$ cat config.mk
export PLATFORM = sky130hd
export DESIGN_NAME = dvi_pixel_feeder_flat
export DESIGN_NICKNAME = d
export VERILOG_FILES = /design/src/rtl/dvi_pkg.sv /design/src/rtl/dvi_pixel_feeder_if.sv /design/src/rtl/dvi_fifo_mem.sv /design/src/rtl/dvi_pixel_feeder.sv /design/src/flat_wrapper.sv
export SDC_FILE = /design/constraint.sdc
export NUM_CORES = 1
export LEC_CHECK = 0
export CAP_MARGIN = 5
export CELL_PAD_IN_SITES_DETAIL_PLACEMENT = 1
export CELL_PAD_IN_SITES_GLOBAL_PLACEMENT = 2
export CORE_MARGIN = 4
export CORE_UTILIZATION = 34
export DETAILED_ROUTE_END_ITERATION = 10
export PLACE_DENSITY = 0.71
export SLEW_MARGIN = 20
export SYNTH_ARGS = -nofsm -noshare
export SYNTH_HDL_FRONTEND = slang
export SYNTH_SLANG_ARGS = --single-unit
$ cat constraint.sdc
create_clock -name clock -period 6 [get_ports clock]
set_input_delay 1.2 -clock clock [delete_from_list [all_inputs] [get_ports clock]]
set_output_delay 1.2 -clock clock [all_outputs]
set_load 0.02 [all_outputs]
$ cat src/rtl/dvi_pkg.sv
// Constants and types shared by the pixel feeder and the DVI output stage.
package dvi_pkg;

  localparam int PIX_W  = 32;
  localparam int WORD_W = 64;

  typedef logic [PIX_W-1:0]  dvi_pix_t;
  typedef logic [WORD_W-1:0] dvi_word_t;

  // The earlier pixel of a pair occupies the low half of the word.
  function automatic dvi_word_t pack_pair(input dvi_pix_t first, input dvi_pix_t second);
    return {second, first};
  endfunction

endpackage

$ cat src/rtl/dvi_pixel_feeder_if.sv
// Renderer/DVI-facing signal bundle of the pixel feeder.
interface dvi_pixel_feeder_if #(
  parameter int DEPTH = 16
);
  import dvi_pkg::*;

  localparam int LVL_W = $clog2(DEPTH) + 1;

  logic             frame_start;
  logic             pix_valid;
  dvi_pix_t         pix_data;
  logic             request;
  dvi_word_t        data;
  logic             fill_req;
  logic [LVL_W-1:0] level;
  logic             overflow;
  logic             underflow;

  modport master (
    output frame_start, pix_valid, pix_data, request,
    input  data, fill_req, level, overflow, underflow
  );

  modport slave (
    input  frame_start, pix_valid, pix_data, request,
    output data, fill_req, level, overflow, underflow
  );

endinterface

$ cat src/rtl/dvi_fifo_mem.sv
// DEPTH x 64 simple dual-port RAM: synchronous write, registered read with enable.
module dvi_fifo_mem
  import dvi_pkg::*;
#(
  parameter int DEPTH = 16,
  localparam int AW   = $clog2(DEPTH)
) (
  input  logic          clock,
  input  logic          reset,
  input  logic          i_wr_en,
  input  logic [AW-1:0] i_wr_addr,
  input  dvi_word_t     i_wr_data,
  input  logic          i_rd_en,
  input  logic [AW-1:0] i_rd_addr,
  output dvi_word_t     o_rd_data
);

  dvi_word_t r_mem [DEPTH];
  dvi_word_t r_rd_data;

  // NOTE: the array has no reset so it maps onto block RAM; only the output register is reset.
  always_ff @(posedge clock) begin
    if (i_wr_en) r_mem[i_wr_addr] <= i_wr_data;
  end

  // A read of the address being written returns the old contents (read-before-write).
  always_ff @(posedge clock or posedge reset) begin
    if (reset)        r_rd_data <= '0;
    else if (i_rd_en) r_rd_data <= r_mem[i_rd_addr];
  end

  assign o_rd_data = r_rd_data;

endmodule

$ cat src/rtl/dvi_pixel_feeder.sv
// Packs renderer pixel pairs into 64-bit words, buffers them and pops one per DVI request.
module dvi_pixel_feeder
  import dvi_pkg::*;
#(
  parameter int DEPTH     = 16,
  parameter int LOW_WATER = 4
) (
  input logic               clock,
  input logic               reset,
  dvi_pixel_feeder_if.slave bus
);

  localparam int AW = $clog2(DEPTH);
  localparam int LW = AW + 1;

  logic          r_half;
  dvi_pix_t      r_low_hold;
  logic [AW-1:0] r_wr_ptr;
  logic [AW-1:0] r_rd_ptr;
  logic [LW-1:0] r_level;
  logic          r_overflow;
  logic          r_underflow;

  logic          w_pair;
  logic          w_empty;
  logic          w_full;
  logic          w_pop;
  logic          w_push;
  dvi_word_t     w_word;
  dvi_word_t     w_rd_data;

  // frame_start suppresses both sides: a pixel that cycle starts a new pair, a request is ignored.
  assign w_pair  = bus.pix_valid && r_half && !bus.frame_start;
  assign w_empty = (r_level == '0);
  assign w_full  = (r_level == LW'(DEPTH));
  assign w_pop   = bus.request && !w_empty && !bus.frame_start;
  assign w_push  = w_pair && (!w_full || w_pop);
  assign w_word  = pack_pair(r_low_hold, bus.pix_data);

  // NOTE: all state uses non-blocking assignments so every register samples pre-edge values.
  always_ff @(posedge clock or posedge reset) begin
    if (reset) begin
      r_half     <= 1'b0;
      r_low_hold <= '0;
    end else if (bus.frame_start) begin
      r_half <= bus.pix_valid;
      if (bus.pix_valid) r_low_hold <= bus.pix_data;
    end else if (bus.pix_valid) begin
      r_half <= !r_half;
      if (!r_half) r_low_hold <= bus.pix_data;
    end
  end

  always_ff @(posedge clock or posedge reset) begin
    if (reset) begin
      r_wr_ptr <= '0;
      r_rd_ptr <= '0;
      r_level  <= '0;
    end else if (bus.frame_start) begin
      r_wr_ptr <= '0;
      r_rd_ptr <= '0;
      r_level  <= '0;
    end else begin
      r_wr_ptr <= r_wr_ptr + AW'(w_push);
      r_rd_ptr <= r_rd_ptr + AW'(w_pop);
      case ({w_push, w_pop})
        2'b10:   r_level <= r_level + LW'(1);
        2'b01:   r_level <= r_level - LW'(1);
        default: r_level <= r_level;
      endcase
    end
  end

  always_ff @(posedge clock or posedge reset) begin
    if (reset) begin
      r_overflow  <= 1'b0;
      r_underflow <= 1'b0;
    end else if (bus.frame_start) begin
      r_overflow  <= 1'b0;
      r_underflow <= 1'b0;
    end else begin
      if (w_pair && w_full && !w_pop) r_overflow  <= 1'b1;
      if (bus.request && w_empty)     r_underflow <= 1'b1;
    end
  end

  dvi_fifo_mem #(
    .DEPTH(DEPTH)
  ) u_mem (
    .clock     (clock),
    .reset     (reset),
    .i_wr_en   (w_push),
    .i_wr_addr (r_wr_ptr),
    .i_wr_data (w_word),
    .i_rd_en   (w_pop),
    .i_rd_addr (r_rd_ptr),
    .o_rd_data (w_rd_data)
  );

  assign bus.data      = w_rd_data;
  assign bus.level     = r_level;
  assign bus.fill_req  = (r_level <= LW'(LOW_WATER));
  assign bus.overflow  = r_overflow;
  assign bus.underflow = r_underflow;

endmodule

$ cat src/flat_wrapper.sv
// flat-port wrapper written by rule: the top's interface ports become plain ports
module dvi_pixel_feeder_flat import dvi_pkg::*;
#(
  parameter int DEPTH     = 16,
  parameter int LOW_WATER = 4
)
  (clock, reset, bus_frame_start, bus_pix_valid, bus_pix_data, bus_request, bus_data, bus_fill_req, bus_level, bus_overflow, bus_underflow);
  dvi_pixel_feeder_if #(.DEPTH(DEPTH)) bus_i ();
  input logic clock;
  input logic reset;
  input wire logic [$bits(bus_i.frame_start)-1:0] bus_frame_start;
  input wire logic [$bits(bus_i.pix_valid)-1:0] bus_pix_valid;
  input wire logic [$bits(bus_i.pix_data)-1:0] bus_pix_data;
  input wire logic [$bits(bus_i.request)-1:0] bus_request;
  output wire logic [$bits(bus_i.data)-1:0] bus_data;
  output wire logic [$bits(bus_i.fill_req)-1:0] bus_fill_req;
  output wire logic [$bits(bus_i.level)-1:0] bus_level;
  output wire logic [$bits(bus_i.overflow)-1:0] bus_overflow;
  output wire logic [$bits(bus_i.underflow)-1:0] bus_underflow;
  assign bus_i.frame_start = bus_frame_start;
  assign bus_i.pix_valid = bus_pix_valid;
  assign bus_i.pix_data = bus_pix_data;
  assign bus_i.request = bus_request;
  assign bus_data = bus_i.data;
  assign bus_fill_req = bus_i.fill_req;
  assign bus_level = bus_i.level;
  assign bus_overflow = bus_i.overflow;
  assign bus_underflow = bus_i.underflow;
  dvi_pixel_feeder #(.DEPTH(DEPTH), .LOW_WATER(LOW_WATER)) u_core (.clock(clock), .reset(reset), .bus(bus_i));
endmodule
==> reports/results.tsv, run 1 <==
metric	value	unit
Worst EP arrival	4.77	ns
Required @ worst endpoint	6.30	ns
antenna-violating nets left	0	
CTS tree	done	
LEAKAGE	15.4	nW
final hold vios	0	
H-tree lvl count	3	
pre-CTS WS	0.833	ns
Core Util, Final	39.9	%
vias per std cell	5.15	
Layout Area Growth over Synthesis	16.0	%
worst-path cell chain	clkdlybuf4s50_1, nor2b_1, o31a_1, or3b_1, nor3_4, buf_4	
syn nets	1941	
CP max stage cell	nor2b_1	
initial antenna violation count	7	
clk sink count	1136	
minimum clock period	4.47	ns
Setup crit end kind	register	
hold_ws	0.493	ns
DP Cell Count	3590	
clk buf depth	3	
GR Util met2	26.4	%
clk slew on worst S/H paths	0.06	ns
endpoints failing setup	0	
Post-DP Area	46700	um2
CTS Hold Bufs	0	
GP Congestion	0.738	
r2r setup slk	2.79	ns
Worst Max-Slew Pin Slew	1.06	ns
Slew HR	29.5	%
Buf+Inv Stages, Crit Path	2	
Top Usage Layer GRT	met2	
initial core utilization	34.4	%
die area	134000	um2
diode count	0	
DRT iter0 DRCs	1639	
dpl hpwl	57800	um
# Max-Cap Violations	0	
Top-Level Pins	109	
Cells after Synth	1898	
Clk Latency, worst-skew pair	0.70	ns
Post-Layout Cell Count	3799	
predominant post-synthesis flop cell	edfxtp_1	
Setup crit start kind	input port	
layout cells sized above 1	27.4	%
sequential area share after synthesis	77.1	%
Cell Rows	130	
status	completed	
port buffer count	108	
slack of the critical path	1.53	ns
yosys warns	0	
largest net degree at the start of global routing	109	
stages on the worst setup path	6	
PD cells	392	nW/um2
Tot GR Track Use	15.2	%
Die H	366	um
R2R cell count	5	
clock buffer count from CTS	111	
Mapped Area	43500	um2
critical path fanouts, max	48	
Setup crit end	u_core.u_mem.r_mem[0][49]	
DR pass1 iterations	6	
commonest non-fill, non-tap cell in the layout	edfxtp_1	
Worst Hold Class	register to register	
slowest stage delay, CP	0.78	ns
CTS resizes	0	
GR Overflow Total	0	
Setup Buffers After CTS	0	
Worst Clk Skew	0.0315	ns
DIE WIDTH	366	um
Final TNS setup	0	ns
met3 Track Usage GR	2.25	%
VDD IR-drop max	0.231	mV
Root Driver	clkbuf_16	
met1 Resource Use GR	20.1	%
CP startpoint	bus_frame_start	
critical path class	input port to register	
Worst R2R End	u_core.u_mem.r_mem[0][49]	
synthesized area per cell	22.9	um2
Async S/R FF share, synth	9.86	%
Design Area, Final	50400	um2
unrepaired setup endpoints after global routing	false	
average wire per standard cell	26.6	um
Critical R2R Launch	u_core.bus.level[1]	
DRC	0	
final WL	101000	um
Via Count	19600	
nets	2096	
commonest cells after routing, fill and taps aside	1024 x edfxtp_1, 256 x mux4_2, 129 x mux2i_1	
delay-heaviest family, CP	simple AND/OR/NAND/NOR gates	
first-pass GRT wire length	150000	um
Slew Limit Fails	0	
core region area	126000	um2
Tot Pwr	19.8	mW
Fmax achieved	0.224	GHz
number of synthesized register bits	1136	
synth unique cells	57	
number of flops mapped to enable cells by yosys	1024	
fin crit share	74.5	%
vias in the first global route	21700	
-- worst register-to-register path, stage by stage, from the launching register on --
cell and delay [ns]:
dfrtp_1 0.60, or4_4 0.25, o31a_1 0.39, or3b_1 0.58, nor3_4 0.22, buf_4 0.72
-- Yosys cell counts (all sizes together), types with 4 or more instances --
| cell type | number | area, um2 |
|---|---|---|
| buf | 64 | 438 |
| o221ai | 65 | 945 |
| mux2 | 33 | 372 |
| nand3b | 4 | 30.0 |
| nor3 | 7 | 35.0 |
| nand2 | 70 | 270 |
| nor2 | 21 | 78.8 |
| nor2b | 5 | 31.3 |
| nand2b | 4 | 27.5 |
| mux4 | 256 | 5770 |
| inv | 7 | 26.3 |
| dfrtp | 112 | 2800 |
| ha | 6 | 75.1 |
| clkbuf | 41 | 163 |
| o31a | 5 | 43.8 |
| mux2i | 129 | 1290 |
| edfxtp | 1024 | 30700 |
-- routing by layer --
metal / routed length (um) / up-vias
met5: 20 / -
met4: 1990 / 2
met3: 4120 / 110
met2: 52000 / 445
met1: 42800 / 10700
li1: - / 8302
-- worst min path at each step --
| stage | from | endpoint | slack [ns] | depth (start not counted) |
|---|---|---|---|---|
| after floorplan | u_core.r_rd_ptr[1] | u_core.r_rd_ptr[1] | 0.58 | 2 |
| after global placement | u_core.u_mem.o_rd_data[28] | u_core.u_mem.o_rd_data[28] | 0.48 | 2 |
| after detailed placement | u_core.u_mem.o_rd_data[3] | u_core.u_mem.o_rd_data[3] | 0.48 | 2 |
| after CTS | u_core.u_mem.o_rd_data[3] | u_core.u_mem.o_rd_data[3] | 0.50 | 2 |
| after global routing | u_core.bus.underflow | u_core.bus.underflow | 0.52 | 2 |
| final | u_core.u_mem.o_rd_data[3] | u_core.u_mem.o_rd_data[3] | 0.49 | 2 |
-- where the power goes --
group	internal [mW]	leakage [nW]	switching [mW]	total (mW)
combinational	1.50	2.94	1.55	3.05
clock	4.19	1.85	2.96	7.15
sequential	9.06	10.6	0.491	9.55
-- state kept, by name (all words and copies together) (netlist names) --
| name | flops |
|---|---|
| u_core.bus.underflow | 1 |
| u_core.r_wr_ptr | 4 |
| u_core.r_rd_ptr | 4 |
| u_core.bus.level | 5 |
| u_core.bus.overflow | 1 |
| u_core.u_mem.r_mem | 1024 |
| u_core.r_half | 1 |
| u_core.u_mem.o_rd_data | 64 |
| u_core.r_low_hold | 32 |
-- kinds of logic after synthesis --
logic type      after synthesis  synth area share (%)
buf+inv                     112                  1.44
fa+ha+maj                     6                 0.173
xor+xnor                      5                 0.101
flops                      1136                  77.1
mux                         418                  17.1
compound gates               93                  2.68
simple gates                128                  1.40
-- layout make-up --
cell class                 count  area [um2]
clock inverter                70         785
clock buffer                 139        3000
fill                       11800       75900
multi-input combinational    650        9470
tap                         1650        2060
sequential                  1136       33600
inverter                       7        31.3
timing repair buffer         147        1540
Power figures use the tool's default switching activity.
==> run 2: changes to the inputs <==
Settings changed: PLACE_DENSITY 0.71 to 0.69.
Clock period 6 ns to 4.4 ns, I/O delays scaled along.
==> run 2 against run 1 <==
Against the previous run:
- sequential share of layout area fell by 0.43 points
- clock power rose by 37%
- die area did not move
- utilization rose by 0.26 points
- final cell count rose by 0.39%
- critical path depth fell by 3
- via count rose by 0.91%
- first-iteration DRC count rose by 0.98%
- clock-buffer cell count rose by 3
- combinational power rose by 42%
- critical path type is now register to primary output
==> reports/results.tsv, run 2 (synthesized netlist as in run 1, its figures left out) <==
metric	value	unit	change
Post-DP Area	47000	um2	+0.68%
Cell Rows	130		unchanged
Design Area, Final	50800	um2	+0.64%
Top-Level Pins	109		unchanged
Worst Clk Skew	0.0246	ns	-0.00690 ns
clk slew on worst S/H paths	0.06	ns	about the same
minimum clock period	3.16	ns	
Slew HR	26.5	%	-3.0 points
r2r setup slk	1.60	ns	-1.19 ns
Setup Buffers After CTS	0		unchanged
Biggest register	u_core.u_mem.r_mem		
Largest register FFs	1024		unchanged
commonest non-fill, non-tap cell in the layout	edfxtp_1		
R2R cell count	5		unchanged
die area	134000	um2	unchanged
port buffer count	108		unchanged
unrepaired setup endpoints after global routing	false		
Worst EP arrival	2.28	ns	-2.49 ns
FILL cells	11700		-0.14%
pre-CTS WS	0.570	ns	-0.264 ns
slack of the critical path	1.24	ns	-0.292 ns
core region area	126000	um2	unchanged
clk sink count	1136		unchanged
Tot GR Track Use	15.3	%	+0.12 points
VDD IR-drop max	0.332	mV	+44%
Via Count	19700		+0.91%
average wire per standard cell	26.6	um	-0.11%
CP startpoint	u_core.bus.level[4]		
worst-path cell chain	inv_1, and3_1, clkdlybuf4s50_1		
GR Overflow Total	0		unchanged
CTS tree	done		
DIE WIDTH	366	um	unchanged
Setup crit end	bus_fill_req		
Root Driver	clkbuf_16		
Required @ worst endpoint	3.52	ns	-2.78 ns
CTS Hold Bufs	0		unchanged
DR pass1 iterations	4		-2
# Max-Cap Violations	0		unchanged
Clk Latency, worst-skew pair	0.69	ns	about the same
LEAKAGE	15.5	nW	+0.84%
H-tree lvl count	3		unchanged
fin crit share	71.8	%	
Buf+Inv Stages, Crit Path	2		unchanged
DRT iter0 DRCs	1655		+0.98%
antenna-violating nets left	0		unchanged
Setup crit start kind	register		
largest net degree at the start of global routing	70		-36%
Worst R2R End	u_core.u_mem.r_mem[4][33]		
critical path class	register to primary output		
GP Congestion	0.754		+2.1%
initial antenna violation count	1		-6
final WL	101000	um	+0.29%
PD cells	534	nW/um2	+36%
stages on the worst setup path	3		-3
nets	2109		+0.62%
CP max stage cell	dfrtp_1		
Setup crit end kind	primary output		
Post-Layout Cell Count	3814		+0.39%
commonest cells after routing, fill and taps aside	1024 x edfxtp_1, 256 x mux4_2, 129 x mux2i_1		
final hold vios	0		unchanged
DRC	0		unchanged
clock buffer count from CTS	110		-0.90%
layout cells sized above 1	27.8	%	+0.34 points
delay-heaviest family, CP	buffers and inverters		
status	completed		
Worst Hold Class	register to register		
clk buf depth	3		unchanged
endpoints failing setup	0		unchanged
CTS resizes	0		unchanged
dpl hpwl	59400	um	+2.6%
initial core utilization	34.4	%	unchanged
Die H	366	um	unchanged
Fmax achieved	0.317	GHz	
slowest stage delay, CP	0.60	ns	-0.18 ns
Critical R2R Launch	u_core.bus.level[1]		
Core Util, Final	40.2	%	+0.26 points
Worst Max-Slew Pin Slew	1.10	ns	+0.0457 ns
critical path fanouts, max	10		-79%
vias in the first global route	21800		+0.36%
first-pass GRT wire length	152000	um	+1.3%
vias per std cell	5.18		+0.52%
Layout Area Growth over Synthesis	16.7	%	
Slew Limit Fails	0		unchanged
DP Cell Count	3604		+0.39%
==> run 2: layout make-up <==
cell class	instances	area [um2]	share of cell area (%)
Sequential cell	1136	33600	66.1
Inverter	7	31.3	0.0616
Antenna cell	2	5.00	0.00986
Clock buffer	142	2970	5.84
Tap cell	1650	2060	4.07
Clock inverter	66	817	1.61
Multi-Input combinational cell	650	9470	18.6
Timing Repair Buffer	161	1850	3.65
==> run 2: worst min-delay path by stage <==
| stage | from | slack, ns | endpoint | cells past startpoint |
|---|---|---|---|---|
| after floorplan | u_core.r_rd_ptr[1] | 0.58 | u_core.r_rd_ptr[1] | 2 |
| after global placement | u_core.u_mem.o_rd_data[47] | 0.48 | u_core.u_mem.o_rd_data[47] | 2 |
| after detailed placement | u_core.u_mem.o_rd_data[63] | 0.48 | u_core.u_mem.o_rd_data[63] | 2 |
| after CTS | u_core.u_mem.o_rd_data[63] | 0.49 | u_core.u_mem.o_rd_data[63] | 2 |
| after global routing | u_core.u_mem.o_rd_data[63] | 0.51 | u_core.u_mem.o_rd_data[63] | 2 |
| final | u_core.u_mem.o_rd_data[63] | 0.49 | u_core.u_mem.o_rd_data[63] | 2 |
==> run 2: per-layer routing <==
layer	part of all wire [%]	track usage (%)	vias up
met5	0	0	-
met2	50	26.0	429
met4	2.0	4.02	0
met3	3.9	2.04	128
met1	44	21.0	10800
li1	-	-	8357
==> run 2: worst min-delay path, delay by kind of cell, from the launching register on <==
family,cells,cell delay (ns)
flops,1,0.34
compound gates,1,0.06
simple gates,1,0.05
==> run 2: per-stage QoR <==
stage	setup TNS, ns	hold slack (ns)	total power [mW]
2_1_floorplan	-406.01	0.580	15.9
5_1_grt	0	0.514	28.3
6_report	0	0.491	27.1
4_1_cts	0	0.493	27.5
3_5_place_dp	0	0.475	17.7
3_3_place_gp	0	0.482	17.6
==> run 2: power by group <==
| group | total (mW) | switching (mW) | internal [mW] | leakage [nW] |
|---|---|---|---|---|
| Clock | 9.77 | 4.03 | 5.73 | 1.85 |
| Combinational | 4.34 | 2.22 | 2.12 | 3.07 |
| Sequential | 13.0 | 0.659 | 12.4 | 10.6 |
==> run 3: changes to the inputs <==
Settings changed: PLACE_DENSITY 0.69 to 0.71.
Clock period 4.4 ns to 2.9 ns, I/O delays scaled along.
==> run 3 against run 2 <==
Against the previous run:
- wire length is 6.0% higher
- worst hold slack worse by 0.087 ns
- die area did not move
- setup slack got worse by 1.1 ns
- sequential power rose by 52%
- clock skew fell by 0.0019 ns
- combinational power grew 59%
- total power increased by 50%
- clock-buffer cell count grew 28
- via count rose by 2.8%
- global-route usage is 0.90 points higher
==> reports/results.tsv, run 3 (synthesized netlist as in run 1, its figures left out) <==
metric	value	unit	change
Post-Layout Cell Count	3908		+2.5%
dpl hpwl	67300	um	+13%
nets	2201		+4.4%
Slew HR	41.6	%	+15 points
GP Congestion	0.790		+4.9%
vias in the first global route	22300		+2.5%
average wire per standard cell	27.5	um	+3.5%
PD cells	787	nW/um2	+47%
unrepaired setup endpoints after global routing	false		
Cell Rows	130		unchanged
Largest register FFs	1024		unchanged
initial antenna violation count	2		+1
CTS resizes	0		unchanged
Tot GR Track Use	16.2	%	+0.90 points
final hold vios	0		unchanged
Required @ worst endpoint	2.32	ns	-1.20 ns
minimum clock period	2.75	ns	
initial core utilization	34.4	%	unchanged
Setup crit end kind	primary output		
Worst Clk Skew	0.0228	ns	-0.00186 ns
status	completed		
Fmax achieved	0.363	GHz	
DRC	0		unchanged
Top-Level Pins	109		unchanged
Slew Limit Fails	0		unchanged
CP max stage cell	clkdlybuf4s50_1		
Die H	366	um	unchanged
GR Overflow Total	0		unchanged
Worst EP arrival	2.17	ns	-0.11 ns
stages on the worst setup path	4		+1
clk slew on worst S/H paths	0.06	ns	about the same
CTS tree	done		
Buf+Inv Stages, Crit Path	2		unchanged
critical path fanouts, max	10		unchanged
DRT iter0 DRCs	1883		+14%
clk buf depth	3		unchanged
DP Cell Count	3692		+2.4%
Setup crit start kind	register		
R2R cell count	8		+3
VDD IR-drop max	0.454	mV	+37%
endpoints failing setup	0		unchanged
CTS Hold Bufs	0		unchanged
core region area	126000	um2	unchanged
Final TNS setup	0	ns	unchanged
Biggest register	u_core.u_mem.r_mem		
Via Count	20300		+2.8%
Layout Area Growth over Synthesis	18.7	%	
first-pass GRT wire length	159000	um	+4.7%
die area	134000	um2	unchanged
largest net degree at the start of global routing	77		+10%
# Max-Cap Violations	0		unchanged
critical path class	register to primary output		
vias per std cell	5.19		+0.33%
final WL	107000	um	+6.0%
clk sink count	1136		unchanged
clock buffer count from CTS	114		+3.6%
slowest stage delay, CP	0.61	ns	about the same
diode count	0		-2
Worst Hold Class	input port to asynchronous set/reset pin		
antenna-violating nets left	0		unchanged
Clk Latency, worst-skew pair	0.70	ns	about the same
fin crit share	94.9	%	
Setup Buffers After CTS	0		unchanged
Root Driver	clkbuf_16		
Worst Max-Slew Pin Slew	0.874	ns	-0.229 ns
DR pass1 iterations	5		+1
commonest non-fill, non-tap cell in the layout	edfxtp_1		
commonest cells after routing, fill and taps aside	1024 x edfxtp_1, 256 x mux4_2, 129 x mux2i_1		
port buffer count	108		unchanged
LEAKAGE	16.0	nW	+3.0%
worst-path cell chain	buf_4, o21ai_0, and3_1, clkdlybuf4s50_1		
H-tree lvl count	3		unchanged
delay-heaviest family, CP	buffers and inverters		
DIE WIDTH	366	um	unchanged
layout cells sized above 1	29.9	%	+2.1 points
-- run 3: cell types whose count changed in the layout (fill, tap and decap cells not counted), sizes merged --
cell,previous run,this run
clkinv,42,37
diode,2,0
inv,13,11
bufinv,16,4
clkbuf,142,170
clkinvlp,2,1
buf,53,141
-- run 3: path summary, 6_finish.rpt --
check,from,end,slack [ns]
worst max-delay path,u_core.bus.level[1],bus_fill_req,0.15
worst min-delay path,reset,u_core.u_mem.o_rd_data[15],0.40
worst max register to register,u_core.bus.level[0],u_core.bus.level[2],0.19
worst min register to register,u_core.u_mem.o_rd_data[11],u_core.u_mem.o_rd_data[11],0.49
max in group asynchronous,reset,u_core.u_mem.o_rd_data[50],1.81
min in group clock,u_core.u_mem.o_rd_data[11],u_core.u_mem.o_rd_data[11],0.49
-- run 3: power by group --
| part | switching (mW) | internal (mW) | total [mW] |
|---|---|---|---|
| clock network | 6.11 | 7.96 | 14.1 |
| registers | 0.932 | 18.7 | 19.7 |
| logic | 3.56 | 3.32 | 6.88 |
| total | 10.6 | 30.0 | 40.6 |
-- run 3: area by class of cell --
cell class | count | area, um2
Clock buffer | 170 | 3180
Clock inverter | 46 | 410
Fill cell | 11700 | 74700
Inverter | 7 | 30.0
Multi-Input combinational cell | 650 | 9470
Sequential cell | 1136 | 33600
Tap cell | 1650 | 2060
Timing Repair Buffer | 249 | 2920
-- run 3: per-stage QoR --
stage	utilization [%]	power (mW)	hold slack [ns]	cell area (um2)	setup WS [ns]
final	40.9	40.6	0.404	51600	0.149
after global placement	38.0	27.0	0.480	48000	-0.173
after global routing	40.9	42.4	0.421	51600	0.0164
after detailed placement	38.0	27.1	0.479	48000	-0.175
after floorplan	-	24.1	0.580	43700	-0.739
after CTS	40.9	41.3	0.375	51600	0.0822
-- run 3: worst register-to-register path: stages, from the launching register on --
cell and delay [ns]:
dfrtp_1 0.38, buf_4 0.17, nor4_4 0.46, a211oi_1 0.19
a21o_1 0.19, ha_1 0.25, or4_1 0.55, o221ai_1 0.25
o211ai_1 0.14
-- run 3: layer usage --
metal  share of wire (%)  vias to the layer above  track usage (%)
met3                 4.6                      144             2.75
met4                 2.5                        0             4.48
met5                   0                        -                0
li1                    -                     8520                -
met2                  50                      540             27.4
met1                  42                    11100             21.8
